==> src/rtl/mac_layer_sequencer_if.sv <==
// ---------------------------------------------------------------------------
// mac_layer_sequencer_if
// Bundles every non-clock/reset signal of the MAC layer sequencer.
//   Layer control : start, cfg_num_neurons, cfg_num_chunks, cfg_op_mode,
//                   busy, layer_done, err_timeout
//   DMA stream    : dma_valid (in), dma_ready (out)
//   Datapath      : mac_en, mac_clr, mac_read_en, mac_op_mode (out),
//                   mac_done, mac_result (in), bias_idx (out)
//   Result stream : res_valid, res_data, res_index (out), res_ready (in)
// Modport master is the sequencer side; modport slave is the environment.
// ---------------------------------------------------------------------------
interface mac_layer_sequencer_if #(
    parameter int NEURON_W = 10,
    parameter int CHUNK_W  = 8,
    parameter int DATA_W   = 16
);
    logic                start;
    logic [NEURON_W-1:0] cfg_num_neurons;
    logic [CHUNK_W-1:0]  cfg_num_chunks;
    logic                cfg_op_mode;
    logic                busy;
    logic                layer_done;
    logic                err_timeout;
    logic                dma_valid;
    logic                dma_ready;
    logic [NEURON_W-1:0] bias_idx;
    logic                mac_en;
    logic                mac_clr;
    logic                mac_read_en;
    logic                mac_op_mode;
    logic                mac_done;
    logic [DATA_W-1:0]   mac_result;
    logic                res_valid;
    logic                res_ready;
    logic [DATA_W-1:0]   res_data;
    logic [NEURON_W-1:0] res_index;

    modport master (
        input  start, cfg_num_neurons, cfg_num_chunks, cfg_op_mode,
        input  dma_valid, mac_done, mac_result, res_ready,
        output busy, layer_done, err_timeout, dma_ready, bias_idx,
        output mac_en, mac_clr, mac_read_en, mac_op_mode,
        output res_valid, res_data, res_index
    );

    modport slave (
        output start, cfg_num_neurons, cfg_num_chunks, cfg_op_mode,
        output dma_valid, mac_done, mac_result, res_ready,
        input  busy, layer_done, err_timeout, dma_ready, bias_idx,
        input  mac_en, mac_clr, mac_read_en, mac_op_mode,
        input  res_valid, res_data, res_index
    );
endinterface

==> src/rtl/mac_layer_sequencer.sv <==
// ---------------------------------------------------------------------------
// mac_layer_sequencer
// Control FSM that walks one MAC datapath through a full layer: for each
// output neuron it clears the accumulator, streams cfg_num_chunks DMA beats,
// requests readout, waits for done (bounded by TIMEOUT cycles) and emits the
// result on a valid/ready stream tagged with the neuron index.
// Ports:
//   clk   : rising-edge clock
//   rst_n : asynchronous active-low reset
//   bus   : mac_layer_sequencer_if.master (layer control, DMA, datapath,
//           result stream)
// ---------------------------------------------------------------------------
module mac_layer_sequencer #(
    parameter int NEURON_W = 10,
    parameter int CHUNK_W  = 8,
    parameter int DATA_W   = 16,
    parameter int TIMEOUT  = 255
) (
    input  logic                  clk,
    input  logic                  rst_n,
    mac_layer_sequencer_if.master bus
);
    localparam int TO_W = $clog2(TIMEOUT + 1);

    typedef enum logic [2:0] {
        S_IDLE,
        S_CLEAR,
        S_FEED,
        S_READ,
        S_WAIT_DONE,
        S_EMIT
    } state_t;

    state_t              r_state;
    state_t              w_next;

    logic [NEURON_W-1:0] r_num_neurons;
    logic [CHUNK_W-1:0]  r_num_chunks;
    logic                r_op_mode;
    logic [NEURON_W-1:0] r_neuron_cnt;
    logic [CHUNK_W-1:0]  r_chunk_cnt;
    logic [TO_W-1:0]     r_tcnt;
    logic                r_err_timeout;
    logic                r_layer_done;
    logic [DATA_W-1:0]   r_res_data;
    logic [NEURON_W-1:0] r_res_index;

    logic                w_cfg_ok;
    logic                w_last_beat;
    logic                w_last_neuron;
    logic                w_timeout_hit;
    logic                w_dma_ready;
    logic                w_mac_en;
    logic                w_mac_clr;
    logic                w_mac_read_en;
    logic                w_res_valid;

    assign w_cfg_ok      = (|bus.cfg_num_neurons) && (|bus.cfg_num_chunks);
    assign w_last_beat   = (r_chunk_cnt == r_num_chunks - CHUNK_W'(1));
    assign w_last_neuron = (r_neuron_cnt == r_num_neurons - NEURON_W'(1));
    // Last WAIT_DONE cycle: without done here the wait has lasted TIMEOUT cycles.
    assign w_timeout_hit = (r_tcnt == TO_W'(TIMEOUT - 1));

    // State register
    always_ff @(posedge clk or negedge rst_n) begin
        if (!rst_n) begin
            r_state <= S_IDLE;
        end else begin
            r_state <= w_next;
        end
    end

    // Next state and Moore/Mealy control outputs
    always_comb begin
        w_next        = r_state;
        w_dma_ready   = 1'b0;
        w_mac_en      = 1'b0;
        w_mac_clr     = 1'b0;
        w_mac_read_en = 1'b0;
        w_res_valid   = 1'b0;
        case (r_state)
            S_IDLE: begin
                if (bus.start && w_cfg_ok) begin
                    w_next = S_CLEAR;
                end
            end
            S_CLEAR: begin
                w_mac_clr = 1'b1;
                w_next    = S_FEED;
            end
            S_FEED: begin
                w_dma_ready = 1'b1;
                // The beat is consumed in the same cycle it is offered.
                w_mac_en    = bus.dma_valid;
                if (bus.dma_valid && w_last_beat) begin
                    w_next = S_READ;
                end
            end
            S_READ: begin
                w_mac_read_en = 1'b1;
                w_next        = S_WAIT_DONE;
            end
            S_WAIT_DONE: begin
                // done takes priority over a coincident timeout
                if (bus.mac_done) begin
                    w_next = S_EMIT;
                end else if (w_timeout_hit) begin
                    w_next = S_IDLE;
                end
            end
            S_EMIT: begin
                w_res_valid = 1'b1;
                if (bus.res_ready) begin
                    w_next = w_last_neuron ? S_IDLE : S_CLEAR;
                end
            end
            default: begin
                w_next = S_IDLE;
            end
        endcase
    end

    // Configuration, counters, result capture and status flags
    always_ff @(posedge clk or negedge rst_n) begin
        if (!rst_n) begin
            r_num_neurons <= '0;
            r_num_chunks  <= '0;
            r_op_mode     <= 1'b0;
            r_neuron_cnt  <= '0;
            r_chunk_cnt   <= '0;
            r_tcnt        <= '0;
            r_err_timeout <= 1'b0;
            r_layer_done  <= 1'b0;
            r_res_data    <= '0;
            r_res_index   <= '0;
        end else begin
            r_layer_done <= 1'b0;
            case (r_state)
                S_IDLE: begin
                    if (bus.start) begin
                        if (w_cfg_ok) begin
                            r_num_neurons <= bus.cfg_num_neurons;
                            r_num_chunks  <= bus.cfg_num_chunks;
                            r_op_mode     <= bus.cfg_op_mode;
                            r_err_timeout <= 1'b0;
                            r_neuron_cnt  <= '0;
                            r_chunk_cnt   <= '0;
                        end else begin
                            // Empty layer: report completion without running.
                            r_layer_done <= 1'b1;
                        end
                    end
                end
                S_FEED: begin
                    if (bus.dma_valid) begin
                        r_chunk_cnt <= w_last_beat ? '0 : r_chunk_cnt + CHUNK_W'(1);
                    end
                end
                S_READ: begin
                    r_tcnt <= '0;
                end
                S_WAIT_DONE: begin
                    if (bus.mac_done) begin
                        r_res_data  <= bus.mac_result;
                        r_res_index <= r_neuron_cnt;
                    end else if (w_timeout_hit) begin
                        r_err_timeout <= 1'b1;
                    end else begin
                        r_tcnt <= r_tcnt + TO_W'(1);
                    end
                end
                S_EMIT: begin
                    if (bus.res_ready) begin
                        if (w_last_neuron) begin
                            r_layer_done <= 1'b1;
                        end else begin
                            r_neuron_cnt <= r_neuron_cnt + NEURON_W'(1);
                        end
                    end
                end
                default: begin
                end
            endcase
        end
    end

    assign bus.busy        = (r_state != S_IDLE);
    assign bus.layer_done  = r_layer_done;
    assign bus.err_timeout = r_err_timeout;
    assign bus.dma_ready   = w_dma_ready;
    assign bus.bias_idx    = r_neuron_cnt;
    assign bus.mac_en      = w_mac_en;
    assign bus.mac_clr     = w_mac_clr;
    assign bus.mac_read_en = w_mac_read_en;
    assign bus.mac_op_mode = r_op_mode;
    assign bus.res_valid   = w_res_valid;
    assign bus.res_data    = r_res_data;
    assign bus.res_index   = r_res_index;
endmodule

==> src/flat_wrapper.sv <==
// flat-port wrapper written by rule: the top's interface ports become plain ports
module mac_layer_sequencer_flat 
#(
    parameter int NEURON_W = 10,
    parameter int CHUNK_W  = 8,
    parameter int DATA_W   = 16,
    parameter int TIMEOUT  = 255
)
  (clk, rst_n, bus_start, bus_cfg_num_neurons, bus_cfg_num_chunks, bus_cfg_op_mode, bus_dma_valid, bus_mac_done, bus_mac_result, bus_res_ready, bus_busy, bus_layer_done, bus_err_timeout, bus_dma_ready, bus_bias_idx, bus_mac_en, bus_mac_clr, bus_mac_read_en, bus_mac_op_mode, bus_res_valid, bus_res_data, bus_res_index);
  mac_layer_sequencer_if #(.NEURON_W(NEURON_W), .CHUNK_W(CHUNK_W), .DATA_W(DATA_W)) bus_i ();
  input  logic clk;
  input  logic rst_n;
  input wire logic [$bits(bus_i.start)-1:0] bus_start;
  input wire logic [$bits(bus_i.cfg_num_neurons)-1:0] bus_cfg_num_neurons;
  input wire logic [$bits(bus_i.cfg_num_chunks)-1:0] bus_cfg_num_chunks;
  input wire logic [$bits(bus_i.cfg_op_mode)-1:0] bus_cfg_op_mode;
  input wire logic [$bits(bus_i.dma_valid)-1:0] bus_dma_valid;
  input wire logic [$bits(bus_i.mac_done)-1:0] bus_mac_done;
  input wire logic [$bits(bus_i.mac_result)-1:0] bus_mac_result;
  input wire logic [$bits(bus_i.res_ready)-1:0] bus_res_ready;
  output wire logic [$bits(bus_i.busy)-1:0] bus_busy;
  output wire logic [$bits(bus_i.layer_done)-1:0] bus_layer_done;
  output wire logic [$bits(bus_i.err_timeout)-1:0] bus_err_timeout;
  output wire logic [$bits(bus_i.dma_ready)-1:0] bus_dma_ready;
  output wire logic [$bits(bus_i.bias_idx)-1:0] bus_bias_idx;
  output wire logic [$bits(bus_i.mac_en)-1:0] bus_mac_en;
  output wire logic [$bits(bus_i.mac_clr)-1:0] bus_mac_clr;
  output wire logic [$bits(bus_i.mac_read_en)-1:0] bus_mac_read_en;
  output wire logic [$bits(bus_i.mac_op_mode)-1:0] bus_mac_op_mode;
  output wire logic [$bits(bus_i.res_valid)-1:0] bus_res_valid;
  output wire logic [$bits(bus_i.res_data)-1:0] bus_res_data;
  output wire logic [$bits(bus_i.res_index)-1:0] bus_res_index;
  assign bus_i.start = bus_start;
  assign bus_i.cfg_num_neurons = bus_cfg_num_neurons;
  assign bus_i.cfg_num_chunks = bus_cfg_num_chunks;
  assign bus_i.cfg_op_mode = bus_cfg_op_mode;
  assign bus_i.dma_valid = bus_dma_valid;
  assign bus_i.mac_done = bus_mac_done;
  assign bus_i.mac_result = bus_mac_result;
  assign bus_i.res_ready = bus_res_ready;
  assign bus_busy = bus_i.busy;
  assign bus_layer_done = bus_i.layer_done;
  assign bus_err_timeout = bus_i.err_timeout;
  assign bus_dma_ready = bus_i.dma_ready;
  assign bus_bias_idx = bus_i.bias_idx;
  assign bus_mac_en = bus_i.mac_en;
  assign bus_mac_clr = bus_i.mac_clr;
  assign bus_mac_read_en = bus_i.mac_read_en;
  assign bus_mac_op_mode = bus_i.mac_op_mode;
  assign bus_res_valid = bus_i.res_valid;
  assign bus_res_data = bus_i.res_data;
  assign bus_res_index = bus_i.res_index;
  mac_layer_sequencer #(.NEURON_W(NEURON_W), .CHUNK_W(CHUNK_W), .DATA_W(DATA_W), .TIMEOUT(TIMEOUT)) u_core (.clk(clk), .rst_n(rst_n), .bus(bus_i));
endmodule
==> config.mk <==
export PLATFORM = sky130hd
export DESIGN_NAME = mac_layer_sequencer_flat
export DESIGN_NICKNAME = d
export VERILOG_FILES = /design/src/rtl/mac_layer_sequencer_if.sv /design/src/rtl/mac_layer_sequencer.sv /design/src/flat_wrapper.sv
export SDC_FILE = /design/constraint.sdc
export NUM_CORES = 1
export LEC_CHECK = 0
export CAP_MARGIN = 15
export CORE_UTILIZATION = 35
export CTS_BUF_LIST = sky130_fd_sc_hd__clkbuf_4
export DETAILED_ROUTE_END_ITERATION = 6
export GPL_ROUTABILITY_DRIVEN = 0
export PLACE_DENSITY_LB_ADDON = 0.25
export SLEW_MARGIN = 30
export SYNTH_ARGS = -nofsm -noshare
export SYNTH_HDL_FRONTEND = slang
export SYNTH_SLANG_ARGS = --single-unit
==> constraint.sdc <==
create_clock -name clk -period 2.31 [get_ports clk]
set_clock_uncertainty 0.05 [all_clocks]
set_input_delay 0.462 -clock clk [delete_from_list [all_inputs] [get_ports clk]]
set_output_delay 0.462 -clock clk [all_outputs]
set_load 0.03 [all_outputs]
==> metrics.cfg <==
[detailed_routing]
drc_errors = 0
wirelength_um = 10700
wire_per_inst_um = 16.1
vias = 3454
ant_nets = 0
drt-pass1-iter-count = 4
routed_via_density = 5.20
drt_iter0_markers = 123

[die]
fp.coreArea_um2 = 11000
ioPinCount = 86
start_util_pct = 36.4
rows = 38
dieArea_um2 = 11900
die_h_um = 109
die_width_um = 109

[power]
p_int_mw = 4.02
seq_power_share_pct = 31.4
powerDensity_nw_per_um2 = 1160
switching_power_mw = 2.72
combPwrFrac_pct = 54.5
p_clk_share_pct = 14.2
ir_drop_uv = 679
leakage_nw = 2.58
swShare_pct = 40.3

[hold_path]
hold_class = reg -> reg

[sta]
setup_viol = 12
worstMarginPinSlew_ps = 490
fin_crit_ps = 2590
tns_ps = -2130
slew_viol_final = 0
fin_hold_ws_ps = 472
min_period_over_period_pct = 112
rsz0062_at_grt = true
worst_slack_ps = -276
fmax_mhz = 387
final_hold_viol_count = 0
relSlewSlack_pct = 67.3

[clock_network]
cts_max_level = 3
root_buffer = clkbuf_4
clock_latency_ps = 430
cts_tree = done
cts.sinks = 76
clk_path_buf_depth = 2
numCtsBuffers = 9
clk_pin_slew_worst_paths_ps = 130

[placed_design]
dp_hpwl_um = 7470
io_buffers = 85
pre_cts_ws_ps = -477
dpl.cell_count = 633

[finish]
drive_above_1_share_pct = 32.4
num_antenna_cells = 0
final_cell_mix = 76 x clkdlybuf4s50_1, 71 x dfrtp_1, 63 x buf_4
area_growth_pct = 44.6
layout.nets = 566
finalNonFillerCells = 664
final_common_cell = clkdlybuf4s50_1

[worst_setup_path]
critical_path_class = reg -> reg
required_ps = 2610
crit_fanout = 6
arrival_ps = 2880
end_kind = register
start_kind = register

[run_status]
violations = negative setup slack
outcome = finished, violations left

[logic_synthesis]
syn_avg_cell_area_um2 = 10.8
yosys_most_used_dff = dfrtp_1
syn_inst = 372
synth-seq-cells = 76
postSynth.asyncResetShare_pct = 100
yosys_warnings = 0
synthesis.area_um2 = 4020
ys_types = 61
syn_nets = 419
synth_edf_count = 0
yosysSeqAreaShare_pct = 47.3

[job]
maxCapViolCount = 0

[global_route]
grt_max_degree = 38
grt_antenna_before_repair = 0
grt_overflow_total = 0
grt_use_total_pct = 19.0
grt_pass1_vias = 3601
grt_first_pass_wirelength_um = 17400

==> through the flow <==
stage	power [mW]	utilization, %	cell area [um^2]
2_1_floorplan	4.09	-	4040
5_1_grt	7.14	52.7	5810
3_3_place_gp	5.30	48.6	5360
4_1_cts	6.52	51.3	5660
6_report	6.74	52.7	5810
3_5_place_dp	5.41	48.6	5360
==> synth_stat cells, types with 3 or more instances <==
cell type  count  area share (%)
a21oi_2        3            0.65
nand2b_1       8             1.2
inv_1         13             1.2
xnor2_1       13             2.8
mux2i_1        3            0.75
nand2_1       25             2.3
a21oi_1       11             1.4
dfrtp_1       76              47
clkbuf_1       6            0.56
nor2_1        14             1.3
nand4_1        8             1.2
and2_1         3            0.47
o31ai_1        3            0.56
xor2_1        14             3.1
or3_1          6            0.93
nor3_1         8             1.0
o22ai_1        3            0.47
buf_6          4             1.1
ha_1           6             1.9
a31oi_1        6            0.93
nand3b_1       6             1.1
a211oi_1       3            0.56
mux2_2        46              13
nand3_1       14             1.7
o21ai_0       17             2.1
and3_1         5            0.78
nor4_1         7             1.1
==> cells by family (layout without fill, tap and decap cells) <==
family | Yosys count | in the layout | synth area share, %
DFF | 76 | 76 | 47.3
muxes | 49 | 49 | 13.6
xor gates and xnor gates | 27 | 27 | 5.88
and+or+nand+nor | 123 | 123 | 17.3
buffers and inverters | 29 | 180 | 3.77
adders and majority gates | 6 | 6 | 1.87
AOI/OAI and AO/OA | 62 | 63 | 10.2
==> area by class of cell <==
| class | instances | area [um^2] |
|---|---|---|
| clock buffer | 10 | 75.1 |
| clock inverter | 6 | 88.8 |
| multi-input combinational | 268 | 2150 |
| timing repair buffer | 150 | 1360 |
| tap | 140 | 175 |
| sequential | 76 | 1910 |
| inverter | 14 | 52.6 |
| fill | 1011 | 5220 |
==> worst paths after layout <==
check	from	to	slack, ps	cells after the start
max	u_core.r_num_neurons[1]	u_core.bus.bias_idx[3]	-280	10
max reg2reg	u_core.r_num_neurons[1]	u_core.bus.bias_idx[3]	-280	10
max in group asynchronous	rst_n	u_core.r_state[0]	1090	3
min reg2reg	u_core.bus.res_data[1]	u_core.bus.res_data[1]	470	1
min	u_core.bus.res_data[1]	u_core.bus.res_data[1]	470	1
min in group asynchronous	rst_n	u_core.bus.res_index[4]	480	2
==> state kept, by name, summed over array words and instances, names as in the netlist <==
name	flops
u_core.bus.res_data	16
u_core.bus.bias_idx	10
u_core.bus.res_index	10
u_core.r_num_neurons	10
u_core.r_chunk_cnt	8
u_core.r_num_chunks	8
u_core.r_tcnt	8
u_core.r_state	3
u_core.bus.err_timeout	1
u_core.bus.layer_done	1
u_core.bus.mac_op_mode	1
==> routing by layer <==
layer / vias to the layer above / part of all wire, % / global-route usage (%)
li1: 1640 / - / -
met1: 1696 / 44 / 23.7
met2: 103 / 49 / 31.9
met3: 15 / 5.9 / 4.90
met4: 0 / 1.2 / 6.37
met5: - / 0 / 0
==> timing repair <==
action                     CTS  global route
hold buffers                 1             0
resized for setup           20            22
pin swaps                    8             9
cloned                       1             0
buffers inserted             4             9
hold endpoints to repair    34             0
setup endpoints to repair   19            42
==> critical path, stage by stage, from the launching register on <==
cell and delay (ps):
dfrtp_1 410, or4_4 600, buf_4 170, nor4_4 160, nor4b_2 90, a2111oi_2 210, buf_4 210, a21oi_4 90
buf_4 160, a21o_2 180, a31oi_2 180
==> power groups by stage <==
stage | sequential (mW) | combinational [mW] | clock (mW)
detailed placement | 2.14 | 3.28 | 0
CTS | 2.12 | 3.42 | 0.980
floorplan | 2.51 | 1.58 | 0
finish | 2.11 | 3.67 | 0.955
global placement | 2.11 | 3.19 | 0
global route | 2.16 | 3.94 | 1.04
Note: power is estimated with default switching activity, not from simulation.
